[config.mk]
export PLATFORM = sky130hd
export DESIGN_NAME = mem_port_arbiter
export DESIGN_NICKNAME = d
export VERILOG_FILES = /design/src/rtl/y86_mem_pkg.sv /design/src/rtl/mem_timeout_ctr.sv /design/src/rtl/mem_port_arbiter.sv
export SDC_FILE = /design/constraint.sdc
export NUM_CORES = 1
export LEC_CHECK = 0
export ABC_AREA = 1
export CORE_AREA = 4 4 202 204
export CTS_CLUSTER_SIZE = 30
export DETAILED_ROUTE_END_ITERATION = 12
export DIE_AREA = 0 0 206 208
export GPL_ROUTABILITY_DRIVEN = 0
export SLEW_MARGIN = 40
export SYNTH_ARGS = -nofsm -noshare
export SYNTH_HDL_FRONTEND = slang
export SYNTH_SLANG_ARGS = --single-unit
[constraint.sdc]
create_clock -name clk -period 2.2 [get_ports clk]
set_input_delay 0.22 -clock clk [delete_from_list [all_inputs] [get_ports clk]]
set_output_delay 0.22 -clock clk [all_outputs]
set_load 0.03 [all_outputs]
[src/rtl/y86_mem_pkg.sv]
`default_nettype none
// ============================================================================
// Module      : y86_mem_pkg
// Description : Shared types and sizing helpers for the unified memory port.
// Revision    : 1.0  initial release
// ============================================================================
package y86_mem_pkg;

   localparam int ADDR_W_DEF = 64;
   localparam int DATA_W_DEF = 64;

   typedef enum logic [1:0] {
      ST_IDLE = 2'd0,
      ST_BUSY = 2'd1,
      ST_RESP = 2'd2
   } arb_state_e;

   typedef enum logic {
      OWN_FETCH = 1'b0,
      OWN_DATA  = 1'b1
   } owner_e;

   function automatic int timer_w(input int timeout);
      return $clog2(timeout + 1);
   endfunction

endpackage
`default_nettype wire

[src/rtl/mem_timeout_ctr.sv]
`default_nettype none
// ============================================================================
// Module      : mem_timeout_ctr
// Description : Clear/enable cycle counter flagging the last permitted cycle.
// Revision    : 1.0  initial release
// ============================================================================
module mem_timeout_ctr
   import y86_mem_pkg::*;
#(
   parameter int TIMEOUT = 16
) (
   input  logic clk,
   input  logic rst,
   input  logic i_clear,
   input  logic i_en,
   output logic o_expired
);

   localparam int            TW           = timer_w(TIMEOUT);
   localparam logic [TW-1:0] c_TIMER_LAST = TW'(TIMEOUT - 1);

   logic [TW-1:0] r_count;

   // Saturates at the last cycle so a stalled port can never wrap around.
   always_ff @(posedge clk) begin
      if (rst || i_clear) begin
         r_count <= '0;
      end else if (i_en && (r_count != c_TIMER_LAST)) begin
         r_count <= r_count + TW'(1);
      end
   end

   assign o_expired = (r_count == c_TIMER_LAST);

endmodule
`default_nettype wire

[src/rtl/mem_port_arbiter.sv]
`default_nettype none
// ============================================================================
// Module      : mem_port_arbiter
// Description : Fetch/data arbiter for one single-ported memory with timeout.
// Revision    : 1.0  initial release
// ============================================================================
module mem_port_arbiter
   import y86_mem_pkg::*;
#(
   parameter int ADDR_W     = ADDR_W_DEF,
   parameter int DATA_W     = DATA_W_DEF,
   parameter int TIMEOUT    = 16,
   parameter int STARVE_MAX = 4
) (
   input  logic              clk,
   input  logic              rst,
   input  logic              i_req,
   input  logic [ADDR_W-1:0] i_addr,
   output logic              i_done,
   output logic [DATA_W-1:0] i_rdata,
   output logic              i_err,
   output logic              i_wait,
   input  logic              d_req,
   input  logic              d_we,
   input  logic [ADDR_W-1:0] d_addr,
   input  logic [DATA_W-1:0] d_wdata,
   output logic              d_done,
   output logic [DATA_W-1:0] d_rdata,
   output logic              d_err,
   output logic              d_wait,
   output logic              mem_req,
   output logic              mem_we,
   output logic [ADDR_W-1:0] mem_addr,
   output logic [DATA_W-1:0] mem_wdata,
   input  logic              mem_ready,
   input  logic [DATA_W-1:0] mem_rdata,
   input  logic              mem_err
);

   localparam int            SW           = $clog2(STARVE_MAX + 1);
   localparam logic [SW-1:0] c_STARVE_MAX = SW'(STARVE_MAX);

   arb_state_e        r_state;
   owner_e            r_owner;
   logic [SW-1:0]     r_starve;
   logic              r_mem_req;
   logic              r_mem_we;
   logic [ADDR_W-1:0] r_mem_addr;
   logic [DATA_W-1:0] r_mem_wdata;
   logic              r_i_done, r_d_done;
   logic [DATA_W-1:0] r_i_rdata, r_d_rdata;
   logic              r_i_err, r_d_err;

   logic w_grant_fetch;
   logic w_expired;
   logic w_finish;

   mem_timeout_ctr #(.TIMEOUT(TIMEOUT)) u_timeout (
      .clk       (clk),
      .rst       (rst),
      .i_clear   (r_state != ST_BUSY),
      .i_en      ((r_state == ST_BUSY) && !mem_ready),
      .o_expired (w_expired)
   );

   assign w_grant_fetch = i_req && (!d_req || (r_starve >= c_STARVE_MAX));
   assign w_finish      = mem_ready || w_expired;

   always_ff @(posedge clk) begin
      if (rst) begin
         r_state     <= ST_IDLE;
         r_owner     <= OWN_FETCH;
         r_starve    <= '0;
         r_mem_req   <= 1'b0;
         r_mem_we    <= 1'b0;
         r_mem_addr  <= '0;
         r_mem_wdata <= '0;
         r_i_done    <= 1'b0;
         r_d_done    <= 1'b0;
         r_i_rdata   <= '0;
         r_d_rdata   <= '0;
         r_i_err     <= 1'b0;
         r_d_err     <= 1'b0;
      end else begin
         r_i_done <= 1'b0;
         r_d_done <= 1'b0;
         case (r_state)
            ST_IDLE: begin
               if (i_req || d_req) begin
                  r_state   <= ST_BUSY;
                  r_mem_req <= 1'b1;
                  if (w_grant_fetch) begin
                     r_owner     <= OWN_FETCH;
                     r_mem_we    <= 1'b0;
                     r_mem_addr  <= i_addr;
                     r_mem_wdata <= '0;
                     r_starve    <= '0;
                  end else begin
                     r_owner     <= OWN_DATA;
                     r_mem_we    <= d_we;
                     r_mem_addr  <= d_addr;
                     r_mem_wdata <= d_we ? d_wdata : '0;
                     if (i_req && (r_starve < c_STARVE_MAX))
                        r_starve <= r_starve + SW'(1);
                  end
               end
            end
            ST_BUSY: begin
               // A ready arriving in the expiry cycle completes normally.
               if (w_finish) begin
                  r_state   <= ST_RESP;
                  r_mem_req <= 1'b0;
                  r_mem_we  <= 1'b0;
                  if (r_owner == OWN_FETCH) begin
                     r_i_done  <= 1'b1;
                     r_i_rdata <= mem_ready ? mem_rdata : '0;
                     r_i_err   <= mem_ready ? mem_err : 1'b1;
                  end else begin
                     r_d_done  <= 1'b1;
                     r_d_rdata <= (mem_ready && !r_mem_we) ? mem_rdata : '0;
                     r_d_err   <= mem_ready ? mem_err : 1'b1;
                  end
               end
            end
            ST_RESP: r_state <= ST_IDLE;
            default: r_state <= ST_IDLE;
         endcase
      end
   end

   assign mem_req   = r_mem_req;
   assign mem_we    = r_mem_we;
   assign mem_addr  = r_mem_addr;
   assign mem_wdata = r_mem_wdata;
   assign i_done    = r_i_done;
   assign i_rdata   = r_i_rdata;
   assign i_err     = r_i_err;
   assign d_done    = r_d_done;
   assign d_rdata   = r_d_rdata;
   assign d_err     = r_d_err;
   assign i_wait    = i_req && !r_i_done && !rst;
   assign d_wait    = d_req && !r_d_done && !rst;

endmodule
`default_nettype wire

==> results, run 1 <==
- The via count of the first global-routing pass is 12626.
- The area growth from synthesis to layout is 54.50%.
- The number of iterations in the first detailed-routing pass is 7.
- The final period utilization is 0.9036.
- The core outline area is 39280 µm².
- STA classifies the critical path endpoint as a primary output.
- After clock tree synthesis, the clock-pin slew on the worst setup and hold paths is 0.05 ns.
- The endpoint of the worst register-to-register path is i_rdata[29].
- In this run the clock root is driven by a clkbuf_16.
- Once routing completed, OpenROAD measured the worst setup slack at 0.2121 ns.
- The tightest min-delay check is of the input port to flop type.
- Counting both buffers and inverters, the worst setup path holds a total of 1.
- For this design the top-level I/O count stands at 527.
- The met2 usage in global routing is 0.3640.
- The first global-routing pass estimated 73.76 mm of wire.
- The worst hold path begins at rst.
- The final setup violation count is 0.
- The finished layout holds 2916 standard cells, fillers aside.
- The worst-case IR drop observed on VDD is 0.4473 mV.
- The power density over the cells is 738.6 nW/µm².
- The met1 track demand over resource is 0.2610.
- The DRC marker count from the first detailed-route iteration is 690.
- The fraction of final layout cells sized beyond drive strength 1 is 0.04065.
- Entering global routing, the biggest net connects 113 pins.
- The routed layout has 13385 vias.
- Of the post-synthesis cell area, the dominant cell type holds 0.4416.
- Summed over all cells, the static leakage comes to 8.437 nW.
- The highest clock rate is 503.0 MHz.
- The setup total negative slack is 0 ns.
- The initial utilization of the core area, before any placement, comes to 0.3151.
- The data required time at the worst endpoint is 1.98 ns.
- The share of synthesized area occupied by flip-flops and latches is 0.4416.
- Across the whole layout, storage elements account for 5465 µm².
- The critical path's top delay family is buffers and inverters.
- Max-cap violations in this run came to 0.
- The later pin in the worst-skew pair is clocked with a latency of 0.51 ns.
- The number of cells on the worst reg-to-reg path is 11.
- The slew at the pin with the worst max-slew slack is 0.7522 ns.
- After legalization and detailed placement, the total HPWL measured 34.76 mm.
- The via density per instance is 4.590.
- The area of the mapped netlist is 12380 µm².
- The number of nets still failing antenna checks after routing is 0.
- For the worst setup path, the data arrival time is 1.77 ns.
- Buffers placed on the I/O ports in this run total 526.
- The number of nets produced by synthesis is 2188.
- The type of the worst setup path is flop to primary output.
- In the routed design, unresolved DRC markers number 0.
- The post-synthesis instance total is 1922.
- The count of fill cells added during filler insertion is 3971.
- The final routed wire length divided by cell count is 16.80 µm.
- The height of the die is 208 µm.
- Along the worst path, the maximum fanout reaches 3.
- The hold path endpoint is r_state[0].
- The time the final worst path needs with I/O delays and setup is 1.988 ns.
- The worst register-to-register path begins at u_timeout.r_count[0].
- In the final design database the tool counted 2634 nets.
- The total number of H-tree levels is 2.
- The reg-to-reg setup timing slack is 0.21 ns.
- The longest individual stage delay on the worst path is 0.79 ns.
- Between clock sinks in the finished design, the worst skew comes to 0.02168 ns.
- The master of the slowest instance on the critical path is clkdlybuf4s50_1.
- Setup repair after global routing left no endpoint under its margin.
- The clock tree from TritonCTS is yes.
- In this run the tightest slew margin relative to its limit is 0.4985.
- After floorplanning, the core was divided into 73 placement rows.
- By area the synthesized netlist is led by dfxtp_1 44%, nand2_1 16%, nand3_1 13%, nor2_1 12%, inv_1 4.3%.
- The number of hold violations in the final report is 0.
- Once the clock tree was built, the setup fixing pass inserted 0 buffers.
- The hold-critical path depth is 2.
- The maximum count of clock buffers along a single path is 3.
- The total placed cells including tap cells is 2857.
- Walking the worst path, the cells encountered are clkdlybuf4s50_1.
- The max-slew violation count is 0.
- Across every metal layer, demand over resource in global routing totals 0.2167.
- The flow ran to the end, and the final reports show no timing, DRC or antenna violations.
- The clock sink total is 273.
- The number of clock buffers inserted by TritonCTS is 34.
- The worst slack at placement is 0.07723 ns.
- Summed over all layers, the global routing overflow is 0.
- Each instance of the synthesized netlist takes up on average 6.440 µm².
- The number of antenna violations at the first check in global routing is 9.
- The multi-input combinational cells in the finished layout cover a total of 5694 µm².
- The sort of element at the start of the critical path is a flop.
- In this run, synthesis produced a sequential element count of 273.
- met2 is the most crowded layer.
- During synthesis, Yosys emitted a total of 0 warnings.
- The final wirelength is 48.98 mm.
- In this run the horizontal extent of the chip is 206 µm.
- The overall power after layout is 14.12 mW.
- The floorplan die area is 42850 µm².
- The count of distinct cell types in the synthesized netlist is 20.
- For met3 alone, demand over resource in global routing was 0.06842.
- The cell type contributing the most total cell area after synthesis is dfxtp_1.
-- cell usage after synthesis --
| library cell | n |
|---|---|
| buf_1 | 17 |
| inv_1 | 142 |
| ha_1 | 3 |
| buf_4 | 11 |
| nand2_1 | 536 |
| a21oi_1 | 72 |
| nor2_2 | 1 |
| nand2_2 | 1 |
| inv_2 | 4 |
| nor3_1 | 3 |
| xnor2_1 | 1 |
| o21a_1 | 1 |
| buf_6 | 5 |
| nand3_1 | 325 |
| clkbuf_1 | 47 |
| dfxtp_1 | 273 |
| nor2_4 | 2 |
| nor2_1 | 408 |
| buf_2 | 66 |
| o21ai_0 | 4 |
-- stage by stage --
| stage | area [µm²] | utilization | hold slack, ns |
|---|---|---|---|
| 5_1_grt | 19110 | 0.4867 | 0.1184 |
| 6_report | 19120 | 0.4869 | 0.1293 |
| 3_5_place_dp | 18080 | 0.4605 | 0.4546 |
| 4_1_cts | 19110 | 0.4865 | 0.1013 |
| 3_3_place_gp | 18080 | 0.4605 | 0.4515 |
| 2_1_floorplan | 12380 | - | 0.4020 |
-- worst max-delay path by stage --
stage | endpoint | cells past startpoint | slack, ns | start
2_1_floorplan | i_rdata[10] | 11 | 0.47 | u_timeout.r_count[0]
3_3_place_gp | i_rdata[22] | 11 | 0.20 | u_timeout.r_count[0]
3_5_place_dp | i_rdata[3] | 11 | 0.08 | u_timeout.r_count[0]
4_1_cts | i_rdata[29] | 11 | 0.02 | u_timeout.r_count[0]
5_1_grt | i_rdata[43] | 11 | 0.003 | u_timeout.r_count[0]
6_report | mem_we | 1 | 0.21 | mem_we
-- metal layers --
| metal | share of wire | wire length, µm | vias to the layer above |
|---|---|---|---|
| li1 | - | - | 6834 |
| met1 | 0.39 | 19270 | 5986 |
| met2 | 0.48 | 23370 | 477 |
| met3 | 0.094 | 4582 | 78 |
| met4 | 0.035 | 1696 | 10 |
| met5 | 0.0013 | 65 | - |
-- kinds of logic after synthesis --
| kind of cell | share of synthesized area |
|---|---|
| AO/OA/AOI/OAI | 0.03134 |
| flip-flops | 0.4416 |
| adder cells (fa/ha/maj) | 0.003033 |
| AND/OR/NAND/NOR | 0.4218 |
| buffers and inverters | 0.1016 |
| XOR/XNOR | 0.0007078 |
-- sequential cells by signal, summed over array words and instances, names as in the netlist, 2 cells and up --
| name | count |
|---|---|
| i_rdata | 64 |
| d_rdata | 64 |
| r_state | 2 |
| r_starve | 3 |
| mem_wdata | 64 |
| u_timeout.r_count | 5 |
| mem_addr | 64 |
-- power by group --
group / switching [mW] / internal (mW) / total, mW
Sequential: 0.184 / 5.27 / 5.46
Combinational: 2.02 / 1.44 / 3.46
Clock: 2.11 / 3.10 / 5.21
-- placed cells by master, fill, tap and decap left out, types with 2 or more instances in the layout --
| cell type | netlist | final |
|---|---|---|
| nand2_1 | 536 | 533 |
| clkdlybuf4s50_1 | 0 | 520 |
| nor2_1 | 408 | 405 |
| nand3_1 | 325 | 325 |
| dfxtp_1 | 273 | 273 |
| inv_1 | 142 | 142 |
| a21oi_1 | 72 | 72 |
| clkbuf_16 | 0 | 35 |
| buf_12 | 0 | 20 |
| buf_4 | 11 | 13 |
| clkbuf_1 | 47 | 7 |
| nor2_4 | 2 | 6 |
| clkbuf_8 | 0 | 6 |
| diode_2 | 0 | 5 |
| o21ai_0 | 4 | 4 |
| clkinv_2 | 0 | 4 |
| nor3_1 | 3 | 3 |
| nand2_2 | 1 | 3 |
| ha_1 | 3 | 3 |
| buf_2 | 66 | 3 |
| inv_2 | 4 | 2 |
| inv_4 | 0 | 2 |
| inv_6 | 0 | 2 |
-- what timing repair did --
item | in CTS | in global routing
hold buffers | 0 | 0
endpoints found under the setup margin | 0 | 43
hold endpoints to repair | 0 | 0
gates resized for setup | 0 | 2
-- final cells by class --
type,instances,area share
diodes,5,0.0006543
clock buffers,48,0.05150
clock inverters,6,0.001963
inverters,146,0.02892
multi-input cells,1357,0.2978
flip-flops and latches,273,0.2858
well taps,525,0.03435
repair buffers,556,0.2990
Power figures use the tool's default switching activity.
==> run 2, diff against run 1 <==
--- a/config.mk
+++ b/config.mk
@@ -6,12 +6,13 @@
 export NUM_CORES = 1
 export LEC_CHECK = 0
 export ABC_AREA = 1
-export CORE_AREA = 4 4 202 204
+export CORE_AREA = 2 2 206 208
 export CTS_CLUSTER_SIZE = 30
 export DETAILED_ROUTE_END_ITERATION = 12
-export DIE_AREA = 0 0 206 208
+export DIE_AREA = 0 0 208 210
 export GPL_ROUTABILITY_DRIVEN = 0
-export SLEW_MARGIN = 40
+export SKIP_LAST_GASP = 1
+export SLEW_MARGIN = 20
 export SYNTH_ARGS = -nofsm -noshare
 export SYNTH_HDL_FRONTEND = slang
 export SYNTH_SLANG_ARGS = --single-unit
==> run 2 against run 1 <==
Against the previous run:
- flip-flop and latch count did not move
- fmax decreased by 1.6%
- wire length shrank 3.4%
- design area grew 0.52%
- clock power is 8.1% higher
- first-iteration DRC count grew 30%
- critical path depth rose by 4
- clock skew up 0.0014 ns
- critical endpoint is now d_wait
==> results, run 2 (same netlist as run 1, synthesis figures left out) <==
- The flow ran to the end, and the final reports show no timing, DRC or antenna violations.
- The path class of the tightest hold or removal check is input port to flop.
- For this run, the post-layout net count is 2639.
- The share of total power dissipated in combinational logic is 0.237.
- The type of the worst setup path is input port to primary output.
- The boundary pin count is 527.
- The starting density of the core is 0.2984.
- After detailed routing, the average wire length per cell comes to 16.13 µm.
- From left edge to right edge, the die measures 208 µm.
- The count of antenna diodes in the layout is 0.
- STA classifies the critical path endpoint as a primary output.
- The data required time at the worst endpoint is 1.98 ns.
- For this design the static power due to leakage is 8.498 nW.
- Counting both buffers and inverters, the worst setup path holds a total of 4.
- In the global route stage, overall resource usage came out at 0.2088.
- The share of power burned in the clock network is 0.388.
- Max-cap violations in this run came to 0.
- The total congestion overflow after global routing is 0.
- The source-to-sink clock delay at the later pin of the worst-skew pair is 0.54 ns.
- The filler cells instantiated in the layout total 4288.
- The maximum count of clock buffers along a single path is 3.
- In this run the post-CTS setup repair buffer count came out at 0.
- The number of hold violations in the final report is 0.
- The power density over the cells is 755.4 nW/µm².
- The peak ir drop on the vdd network is 0.4581 mV.
- Setup violations remaining at the end of the flow were counted as 0.
- The most numerous cell type found on the critical path is buf_4.
- For this run, the share of the core covered by cells in the final layout is 0.4634.
- The power share of the sequential group is 0.375.
- The longest individual stage delay on the worst path is 0.55 ns.
- Summed over all nets, the half-perimeter wirelength after detailed placement is 32.92 mm.
- The storage element area is 5465 µm².
- The clock tree from TritonCTS is yes.
- Setup repair after global routing left no endpoint under its margin.
- The largest net degree at the start of global routing is 99.
- In this run the tool buffered the top-level ports with 526 buffer cells.
- The max-slew violation count came to 0.
- For this run, the detailed router's first-pass iteration total came to 7.
- The via count is 13560.
- Of the total power, the share spent switching nets is 0.3028.
- CTS built an H-tree with a depth of 2.
- The clock root buffer is clkbuf_16.
- The highest clock rate is 495.0 MHz.
- The clock sink total is 273.
- In the final layout, the share of cells above drive strength 1 is 0.04135.
- The via count of the first global-routing pass is 13041.
- The clock tree skew after final layout is 0.02305 ns.
- The count of nets left with antenna violations once routing finished came out at 0.
- The most common library cell in the layout ignoring fill and taps is nand2_1.
- The critical path goes through dlygate4sd3_1 > buf_4 > buf_4 > nor3_1 > buf_12.
- The clock period could shrink to 2.020 ns.
- On the critical path, the stage with the largest delay is an instance of dlygate4sd3_1.
- In this design, the largest share of critical-path delay is due to buffers and inverters.
- The internal cell power is 10.12 mW.
- The number of clock buffers inserted by TritonCTS is 35.
- The top cell types in the final layout, fill and taps aside, are 533 x nand2_1, 520 x clkdlybuf4s50_1, 405 x nor2_1, 325 x nand3_1, 273 x dfxtp_1.
- The slew at the pin with the worst max-slew slack is 0.7267 ns.
- The floorplan die area is 43680 µm².
- The area added between synthesis and finish is 55.30%.
- The multi-input logic area is 5694 µm².
- After detailed routing, the number of vias per cell comes to 4.623.
- The first global-routing pass estimated 72.66 mm of wire.
- The final wirelength is 47.30 mm.
- The clock-pin slew on the worst setup and hold paths is 0.05 ns.
- After floorplanning, the core was divided into 75 placement rows.
- The overall power after layout is 14.52 mW.
- The worst setup path is launched from an input port.
- The height of the die is 210 µm.
- The analysis attributes to net switching a power of 4.397 mW.
- Adding up every negative setup slack in the final design gives 0 ns.
- The final period utilization is 0.9182.
- After detailed routing, the number of remaining DRC violations is 0.
- After floorplanning, the core was sized to cover 41480 µm².
- Of all nets on the critical path, the largest fanout is 31.
- Headroom to the max-slew limit came out at 0.5155.
- The critical path data arrival time is 1.80 ns.
- The DRC marker count from the first detailed-route iteration is 900.
- The number of antenna violations at the first check in global routing is 4.
run 2: changes by cell type in the layout (fill, tap and decap cells not counted), moves of 2 or more:
cell | previous run | this run
diode_2 | 5 | 0
buf_4 | 13 | 17
clkbuf_1 | 7 | 11
buf_12 | 20 | 18
bufinv_16 | 0 | 2
clkinv_2 | 4 | 2
run 2: power by group through the flow:
| stage | clock network (mW) | logic, mW | registers [mW] |
|---|---|---|---|
| 3_3_place_gp | 0 | 3.44 | 5.54 |
| 4_1_cts | 5.83 | 3.47 | 5.45 |
| 5_1_grt | 6.00 | 3.74 | 5.49 |
| 3_5_place_dp | 0 | 3.45 | 5.56 |
| 2_1_floorplan | 0 | 1.28 | 6.15 |
| 6_report | 5.63 | 3.44 | 5.45 |
run 2: repair_timing:
action / 4_1_cts / 5_1_grt
endpoints found under the hold margin: 7 / 0
resized for setup: 0 / 1
hold buffers: 1 / 0
endpoints found under the setup margin: 0 / 1
run 2: final timing paths:
path / startpoint / to / cells past startpoint / slack [ns]
setup / recovery: rst / d_wait / 5 / 0.18
hold / removal: i_req / mem_addr[62] / 5 / 0.19
setup reg to reg: u_timeout.r_count[0] / i_rdata[25] / 11 / 0.20
hold reg to reg: u_timeout.r_count[4] / u_timeout.r_count[4] / 2 / 0.46
run 2: per-layer routing:
layer	part of all wire	track usage	up-vias
met5	0.0012	0	-
met4	0.045	0.09856	8
met3	0.088	0.07136	120
met2	0.47	0.3507	513
met1	0.40	0.2390	6080
li1	-	-	6839
run 2: final cells by class:
class,instances,share of cell area
Timing Repair Buffer,560,0.2981
Sequential cell,273,0.2843
Clock buffer,52,0.05260
Multi-Input combinational cell,1357,0.2963
Clock inverter,6,0.004947
Tap cell,539,0.03509
Inverter,146,0.02864
run 2: through the flow:
stage          hold WS [ns]  cell area, µm²  cells  worst slack (ns)
6_report             0.1916           19220   2933            0.1800
3_3_place_gp         0.4494           18100   2874            0.2937
5_1_grt              0.2184           19220   2933           0.01319
2_1_floorplan        0.4020           12380   1922            0.4743
4_1_cts              0.1646           19220   2933          0.002105
3_5_place_dp         0.4547           18100   2874            0.2440
run 2: tightest hold or removal path: stages:
cell and delay, ns:
buf_2 0.19, nand3_1 0.11, nand3_1 0.07, nand2_1 0.06, inv_1 0.03
==> run 3, diff against run 2 <==
--- a/config.mk
+++ b/config.mk
@@ -6,10 +6,11 @@
 export NUM_CORES = 1
 export LEC_CHECK = 0
 export ABC_AREA = 1
-export CORE_AREA = 2 2 206 208
+export CORE_AREA = 2 2 207 209
 export CTS_CLUSTER_SIZE = 30
 export DETAILED_ROUTE_END_ITERATION = 12
-export DIE_AREA = 0 0 208 210
+export DIE_AREA = 0 0 209 211
+export DONT_BUFFER_PORTS = 1
 export GPL_ROUTABILITY_DRIVEN = 0
 export SKIP_LAST_GASP = 1
 export SLEW_MARGIN = 20
==> run 3 against run 2 <==
Against the previous run:
- wire length shrank 2.1%
- hold slack lost 0.15 ns
- fmax shrank 2.8%
- clock-buffer cell count shrank 6
- non-clock buffer count shrank 232
- critical endpoint is now mem_addr[1]
- largest cell class is now multi-input gates
- highest routed layer is now met4
==> results, run 3 (same netlist as run 1, synthesis figures left out) <==
- Power spread over the standard cell area amounts to 801.8 nW/µm².
- The floorplan die area is 44100 µm².
- Setup repair after global routing left no endpoint under its margin.
- For this design the top-level I/O count stands at 527.
- For this run, global-route usage on met1 was measured as 0.2193.
- Between clock sinks in the finished design, the worst skew comes to 0.01304 ns.
- CTS built an H-tree with a depth of 1.
- The starting density of the core is 0.2964.
- The final instance area is 16850 µm².
- For this design, the sink count on the clock tree is 273.
- The max-slew violation count is 0.
- Summed over all cells, the static leakage comes to 7.645 nW.
- The clock-pin slew on the worst setup and hold paths is 0.07 ns.
- For this run, the detailed router's first-pass iteration total came to 5.
- The number of antenna violations at the first check in global routing is 4.
- The via count of the first global-routing pass is 12515.
- Walking the worst path, the cells encountered are inv_2 > nand2_1 > nor2_4 > buf_12 > buf_4 > nand3_1 > dlygate4sd3_1 > nand2_1 > inv_1.
- The area added between synthesis and finish is 36.16%.
- The source-to-sink clock delay at the later pin of the worst-skew pair is 0.58 ns.
- The first global-routing pass estimated 69.50 mm of wire.
- The flow ran to the end, and the final reports show no timing, DRC or antenna violations.
- Summed over all failing endpoints, the final setup total negative slack is 0 ns.
- Using the TritonRoute via totals, the vias-per-cell ratio works out to 4.899.
- The number of DRC violations after detailed routing is 0.
- The clock tree from TritonCTS is yes.
- For this run, the top clock speed supported by timing is 481.3 MHz.
- The floorplan has 75 rows.
- The final period utilization is 0.9444.
- The data required time at the worst endpoint is 2.68 ns.
- The total congestion overflow after global routing is 0.
- The estimated wirelength of the detail-placed design is 28.58 mm.
- The largest net degree at the start of global routing is 115.
- The tree is rooted in a clkbuf_16.
- The longest individual stage delay on the worst path is 0.57 ns.
- The count of max-cap constraint violations is 0.
- met2 is the most crowded layer.
- For this run, the total global-route usage over all layers was measured as 0.1968.
- The final routed wire length divided by cell count is 17.13 µm.
- The largest fanout of any net on the critical path is 21.
- The critical path in this run is classified as flop to flop.
- The peak ir drop on the vdd network is 0.6441 mV.
- In the global route stage, met2 resource usage came out at 0.3266.
- The post-detailed-placement cell area is 12750 µm².
- In this run the deepest clock path goes through 3 buffers.
- By instance count, the cell type seen most on the critical path is nand2_1.
- At the pin with the least slew margin, the transition time is 0.6798 ns.
- The via count is 13242.
- The number of input and output port buffers inserted is 0.
- The number of hold violations in the final report is 0.
- The fraction of final layout cells sized beyond drive strength 1 is 0.04352.
- The time the final worst path needs with I/O delays and setup is 2.078 ns.
- For this run, global-route usage on met3 was measured as 0.06765.
- Setup violations remaining at the end of the flow were counted as 0.
- STA classifies the critical path endpoint as a flop.
- The core outline area is 41760 µm².
- The overall die width is 209 µm.
- The DRC marker count from the first detailed-route iteration is 1168.
- The height of the die is 211 µm.
- For this block, the routed nets add up to 46.29 mm of wire.
- Measured against its own limit, the worst slew margin works out to 0.5453.
- The number of clock buffers inserted by TritonCTS is 31.
- STA puts the critical path data arrival time at 2.55 ns.
- The sort of element at the start of the critical path is a flop.
- The worst hold path class is input port to flop.
- Leaving out fill and tap cells, the most frequent cells in the layout are 533 x nand2_1, 405 x nor2_1, 325 x nand3_1, 298 x dlygate4sd3_1, 272 x dfxtp_1.
- The library cell used most frequently in the layout, excluding fill and tap cells, is nand2_1.
- The final-stage net count is 2403.
- The master of the slowest instance on the critical path is dlygate4sd3_1.
- Once detail routing completed, the nets flagged for antenna violations numbered 0.
==> run 3: cell count changes in the layout (fill, tap and decap cells not counted), sizes merged, moves of 3 or more <==
cell | before | now
clkdlybuf4s50 | 520 | 0
dlygate4sd3 | 1 | 298
buf | 38 | 29
clkbuf | 52 | 47
diode | 0 | 4
clkinv | 3 | 6
==> run 3: timing repair <==
action | 4_1_cts | 5_1_grt
resized for setup | 0 | 4
hold endpoints to repair | 269 | 0
endpoints found under the setup margin | 0 | 27
hold buffers | 300 | 0
buffers inserted | 0 | 1
==> run 3: per-stage QoR <==
step | utilization | std cells | power [mW] | setup WS, ns | hold WS, ns
after floorplan | - | 1922 | 7.433 | 0.4743 | 0.4020
after global placement | 0.3054 | 2341 | 7.761 | 0.3288 | 0.3016
after detailed placement | 0.3054 | 2341 | 7.804 | 0.1910 | 0.3033
after CTS | 0.4022 | 2697 | 13.57 | 0.07467 | 0.01044
after global routing | 0.4036 | 2703 | 14.12 | 0.009264 | 0.01917
final | 0.4036 | 2703 | 13.51 | 0.1223 | 0.04151
==> run 3: layout make-up <==
cell class | instances | area, µm²
Tap cell | 539 | 674.4
Fill cell | 4172 | 24910
Antenna cell | 4 | 10.01
Clock inverter | 10 | 92.59
Timing Repair Buffer | 328 | 3452
Sequential cell | 273 | 5466
Multi-Input combinational cell | 1357 | 5694
Inverter | 146 | 550.5
Clock buffer | 46 | 912.1
==> run 3: path summary, 6_finish.rpt <==
kind / from / end / slack [ns] / cells after the start
max: r_state[0] / mem_addr[1] / 0.12 / 9
min: mem_ready / r_state[1] / 0.04 / 3
max reg2reg: r_state[0] / mem_addr[1] / 0.12 / 9
min reg2reg: u_timeout.r_count[4] / u_timeout.r_count[4] / 0.47 / 2
==> run 3: where the power goes <==
part	internal [mW]	switching (mW)	leakage, nW	total [mW]
combinational	0.975	1.22	4.92	2.20
sequential	5.27	0.904	2.23	6.18
clock	2.98	2.16	0.495	5.14
==> run 3: worst max-delay path, delay by kind of cell, from the launching register on <==
family | cells | cell delay, ns
buffers and inverters | 5 | 1.11
AND/OR/NAND/NOR | 4 | 0.54
flip-flops | 1 | 0.33
==> run 3: routing by layer <==
metal | up-vias | wire length [µm]
met5 | - | 0
met4 | 0 | 2729
met3 | 139 | 4960
met2 | 679 | 21410
met1 | 6034 | 17190
li1 | 6390 | -
